$ cat src/rtl/ysyx_25040111_rd_arbiter.sv
// ysyx_25040111_rd_arbiter: round-robin IFU/LSU read arbiter routing a single outstanding read to CLINT or memory.
module ysyx_25040111_rd_arbiter #(
  parameter logic [31:0] CLINT_LO = 32'ha000_0048,
  parameter logic [31:0] CLINT_HI = 32'ha000_004f
) (
  input  logic        clock,
  input  logic        reset,
  input  logic [31:0] m0_araddr,
  input  logic        m0_arvalid,
  output logic        m0_arready,
  output logic [31:0] m0_rdata,
  output logic        m0_rvalid,
  input  logic        m0_rready,
  input  logic [31:0] m1_araddr,
  input  logic        m1_arvalid,
  output logic        m1_arready,
  output logic [31:0] m1_rdata,
  output logic        m1_rvalid,
  input  logic        m1_rready,
  output logic [31:0] s0_araddr,
  output logic        s0_arvalid,
  input  logic        s0_arready,
  input  logic [31:0] s0_rdata,
  input  logic        s0_rvalid,
  output logic        s0_rready,
  output logic [31:0] s1_araddr,
  output logic        s1_arvalid,
  input  logic        s1_arready,
  input  logic [31:0] s1_rdata,
  input  logic        s1_rvalid,
  output logic        s1_rready
);
  typedef enum logic [1:0] {IDLE, ADDR, DATA} state_t;
  state_t      r_state, w_next;
  logic        r_owner, r_last, r_sel;
  logic [31:0] r_addr;
  logic        w_st_idle, w_st_addr, w_st_data;
  logic        w_req, w_gnt, w_hit, w_ar_hs, w_rv, w_rr;
  logic [31:0] w_req_addr, w_rd;
  // Outputs are gated by reset so the reset cycle itself already shows quiet buses.
  assign w_st_idle  = (r_state == IDLE) && !reset;
  assign w_st_addr  = (r_state == ADDR) && !reset;
  assign w_st_data  = (r_state == DATA) && !reset;
  assign w_req      = m0_arvalid | m1_arvalid;
  assign w_gnt      = (m0_arvalid & m1_arvalid) ? ~r_last : m1_arvalid;
  assign w_req_addr = w_gnt ? m1_araddr : m0_araddr;
  assign w_hit      = (w_req_addr >= CLINT_LO) && (w_req_addr <= CLINT_HI);
  assign w_ar_hs    = r_sel ? s1_arready : s0_arready;
  assign w_rv       = r_sel ? s1_rvalid : s0_rvalid;
  assign w_rd       = r_sel ? s1_rdata : s0_rdata;
  assign w_rr       = r_owner ? m1_rready : m0_rready;
  always_comb begin
    w_next = r_state;
    unique case (r_state)
      IDLE:    w_next = w_req ? ADDR : IDLE;
      ADDR:    w_next = w_ar_hs ? DATA : ADDR;
      DATA:    w_next = (w_rv && w_rr) ? IDLE : DATA;
      default: w_next = IDLE;
    endcase
  end
  always_ff @(posedge clock) begin
    if (reset) r_state <= IDLE;
    else       r_state <= w_next;
  end
  // last_grant starts at m1 so m0 wins the first tie.
  always_ff @(posedge clock) begin
    if (reset) begin
      r_owner <= 1'b0;
      r_last  <= 1'b1;
      r_sel   <= 1'b0;
      r_addr  <= '0;
    end else if (r_state == IDLE && w_req) begin
      r_owner <= w_gnt;
      r_last  <= w_gnt;
      r_sel   <= ~w_hit;
      r_addr  <= w_req_addr;
    end
  end
  assign m0_arready = w_st_idle & w_req & ~w_gnt;
  assign m1_arready = w_st_idle & w_req & w_gnt;
  assign m0_rvalid  = w_st_data & ~r_owner & w_rv;
  assign m1_rvalid  = w_st_data & r_owner & w_rv;
  assign m0_rdata   = (w_st_data & ~r_owner) ? w_rd : '0;
  assign m1_rdata   = (w_st_data & r_owner) ? w_rd : '0;
  assign s0_arvalid = w_st_addr & ~r_sel;
  assign s1_arvalid = w_st_addr & r_sel;
  assign s0_araddr  = (w_st_addr & ~r_sel) ? r_addr : '0;
  assign s1_araddr  = (w_st_addr & r_sel) ? r_addr : '0;
  assign s0_rready  = w_st_data & ~r_sel & w_rr;
  assign s1_rready  = w_st_data & r_sel & w_rr;
endmodule

$ cat config.mk
export PLATFORM = sky130hd
export DESIGN_NAME = ysyx_25040111_rd_arbiter
export DESIGN_NICKNAME = d
export VERILOG_FILES = /design/src/rtl/ysyx_25040111_rd_arbiter.sv
export SDC_FILE = /design/constraint.sdc
export NUM_CORES = 1
export LEC_CHECK = 0
export ABC_AREA = 1
export BUFFER_PORTS_ARGS = -buffer_cell sky130_fd_sc_hd__buf_2
export CAP_MARGIN = 20
export CORE_AREA = 2 2 106 108
export DETAILED_ROUTE_END_ITERATION = 12
export DIE_AREA = 0 0 108 110
export MAX_ROUTING_LAYER = met4
export PLACE_DENSITY = 0.69
export SYNTH_ARGS = -nofsm -noshare
export SYNTH_HDL_FRONTEND = slang
export SYNTH_SLANG_ARGS = --single-unit
$ cat constraint.sdc
create_clock -name clock -period 1.5 [get_ports clock]
set_input_delay 0.075 -clock clock [delete_from_list [all_inputs] [get_ports clock]]
set_output_delay 0.075 -clock clock [all_outputs]
set_load 0.05 [all_outputs]
==> metrics.txt <==
status complete, but fails checks; failing checks negative setup slack; Routed Antenna Nets 0; share of cells above drive strength 1 66.24%; relative slew slack 63.75%; CTS buffer count 5; crit share post-route 115.7%; pin count of the biggest net entering global routing 22; Seq. cell area 748.2 µm²; clock root buffer clkbuf_8; worst clock skew 0.01070 ns; RSZ-0062 raised after global routing true; Unique masters post-synth 22; Least-Margin Pin Slew ~0.53 ns; max_cap viols 0; DPL Wire Length 9957 µm; Total Power 4501 µW; Seq pwr share 26.4%; hold_sp m1_araddr[2]; hold path endpoint r_addr[2]$_SDFFE_PP0P_; chip height about 110 µm; crit path max fanout 15; Post-Place Worst Slack -0.007570 ns; startpoint types flop; Largest delay share family, worst path multiplexers; mux share of post-synthesis cell area approximately an eighth; CP max stage delay 0.50 ns; Vias/cell 4.710; n_diodes 0; GRT Total Usage around 24%; Crit-path slowest cell mux2i_1; vias in the first global route 4283; Final Max Tran Viols 0; port bufs 273; maximum clock path buffer count 2; P per Cell Area 633.9 mW/mm²; Synth Area in Compound Gates 9.873%; CTS clock-pin slew for the worst setup and hold paths 0.09 ns; Yosys warnings 0; H-Tree Depth 2; combinational family with the most area after synthesis simple AND/OR/NAND/NOR gates; initial drt markers 164; Clock Sinks 37; Sw Ratio between 40 and 50%; DR DRC count 0; top_reg_cell synth dfxtp_1; hold_buf cts 0; minimum clock period after layout 1.736 ns; critical-path cell list buf_12, mux2i_1, nor2_4, buf_8; Buf+Inv Stages, Crit Path 2; Post-synth EDFFs 0; # rows 38; most common cell in the synthesized netlist nor2_1; GPL Wtd Cong 0.8856; # setup viols final between 100 and 150; final design utilization around two thirds; Synth async-reset ratio 0%; Mapped Cells 483; grt total ovfl 0; switching pwr 1916 µW; first-pass GRT wire length ~21000 µm; R2R Path End r_addr[19]$_SDFFE_PP0P_; flops & latches, synth 37; Comb pwr share a little over half; core area 0.01070 mm²; clock share of power between 20 and 25%; Yosys top cell area share 25.08%; Synth Area in XOR/XNOR 0%; Int Power 2585 µW; HP Class in -> reg; worst setup margin -0.2362 ns; Worst IR Drop VDD 0.5791 mV; Mapped Nets between 600 and 700; nets 925; initial antenna violation count 0; Layout area overhead 140.5%; r2r setup slk 0.07 ns; Initial Utilization between 20% and 30%; area of the multi-input gates 0.002695 mm²; Setup CP Type reg -> out; Routed WL 15340 µm; synth top area cells dfxtp_1, nor2_1, mux2i_1, nand2_1, inv_1; Clock Latency Late Sink 0.30 ns; Layout fillers 842; leak pwr 0.003181 µW; post-synthesis adder-cell area fraction 0%; r2r startpoint r_state[0]$_SDFF_PP0_; WL/cell 16.53 µm; Die Span X between 100 and 150 µm; Mapped Area ~0.0030 mm²; leading area contributor after synthesis dfxtp_1; crit path capture type primary output; num ports 274; Req. time, crit path 1.42 ns; FMAX 0.5760 GHz; Hold Crit Depth 3; router iterations before antenna repair 4; CTS tree done; Worst Reg2Reg Path Length in Cells 10; die area around 0.012 mm²; top cells by count, synth nor2_1, nand2_1, inv_1; vias 4371; sequential-to-total area share from yosys stat 25.08%; crit path DAT between 1.5 and 2 ns; synthesized area per cell 6.114 µm²; simple-gate portion of the synthesized area 38.14%; Fin. Hold Viols 0
-- final cells by class --
cell class,instances,share of cell area [%]
Timing Repair Buffer,328,43.63
Multi-Input combinational cell,348,37.96
Sequential cell,37,10.54
Inverter,67,3.789
Tap cell,140,2.467
Clock buffer,5,0.9692
Clock inverter,3,0.6520
-- worst register-to-register path, delay by kind of cell, from the launching register on --
family / cells / cell delay (ns)
flops: 1 / 0.33
compound gates: 1 / 0.13
buf+inv: 6 / 0.63
simple gates: 3 / 0.29
-- kinds of logic after synthesis --
| group | count (synthesis) |
|---|---|
| and+or+nand+nor | 271 |
| buffers and inverters | 98 |
| AOI/OAI and AO/OA | 40 |
| muxes | 37 |
| DFF | 37 |
-- power by group through the flow --
stage	clock network, µW	logic, µW	registers [µW]
finish	914	2400	1190
global route	960	2540	1200
CTS	913	2230	1190
detailed placement	0	1880	1200
global placement	0	1870	1190
floorplan	0	1350	1180
-- worst max-delay path by stage --
stage | startpoint | end | slack, ns | depth (start not counted)
after floorplan | r_sel$_SDFFE_PP0P_ | m0_rdata[10] | -0.18 | 4
after global placement | r_state[0]$_SDFF_PP0_ | s0_araddr[10] | 0.03 | 8
after detailed placement | r_state[0]$_SDFF_PP0_ | s0_araddr[10] | -0.008 | 8
after CTS | r_state[0]$_SDFF_PP0_ | s0_araddr[10] | -0.24 | 8
after global routing | r_state[0]$_SDFF_PP0_ | s1_araddr[10] | -0.29 | 8
final | r_sel$_SDFFE_PP0P_ | m0_rdata[25] | -0.24 | 4
-- layout by cell type, fill, tap and decap left out, drive strengths merged --
master	netlist	layout
nand3	10	10
nor2	150	150
clkinv	0	1
clkbuf	4	8
o21ai	10	10
nand2	88	88
nand3b	20	20
a21oi	3	3
mux2i	37	37
o22ai	26	26
buf	27	325
clkinvlp	0	1
nor3	3	3
bufinv	0	1
dfxtp	37	37
o211a	1	1
inv	67	67
-- what timing repair did --
action / 4_1_cts / 5_1_grt
setup buffers: 7 / 4
gates cloned: 5 / 3
pin swaps: 6 / 7
endpoints found under the setup margin: 134 / 137
gates resized for setup: 378 / 75
-- registers in the layout, summed over array words and instances, names as in the netlist --
name / count
r_addr: 32
r_state: 2
r_last: 1
r_owner: 1
r_sel: 1
-- through the flow --
| step | setup TNS [ns] | cell area (µm²) | hold slack [ns] | cells |
|---|---|---|---|---|
| CTS | -19.88 | 6710 | 0.04296 | 921 |
| finish | -21.45 | 7101 | 0.05439 | 928 |
| detailed placement | -0.007570 | 5238 | 0.3578 | 901 |
| global route | -32.55 | 7101 | 0.06641 | 928 |
| floorplan | -16.16 | 3568 | 0.1441 | 483 |
| global placement | 0 | 5238 | 0.3524 | 901 |
-- per-layer routing --
layer	share of wire, %	GRT usage [%]	up-vias
met5	0	-	-
met4	1.6	6.319	0
met3	4.7	2.939	23
met2	55	45.78	167
met1	38	26.70	2067
li1	-	-	2114
(Power assumes the default switching activity.)
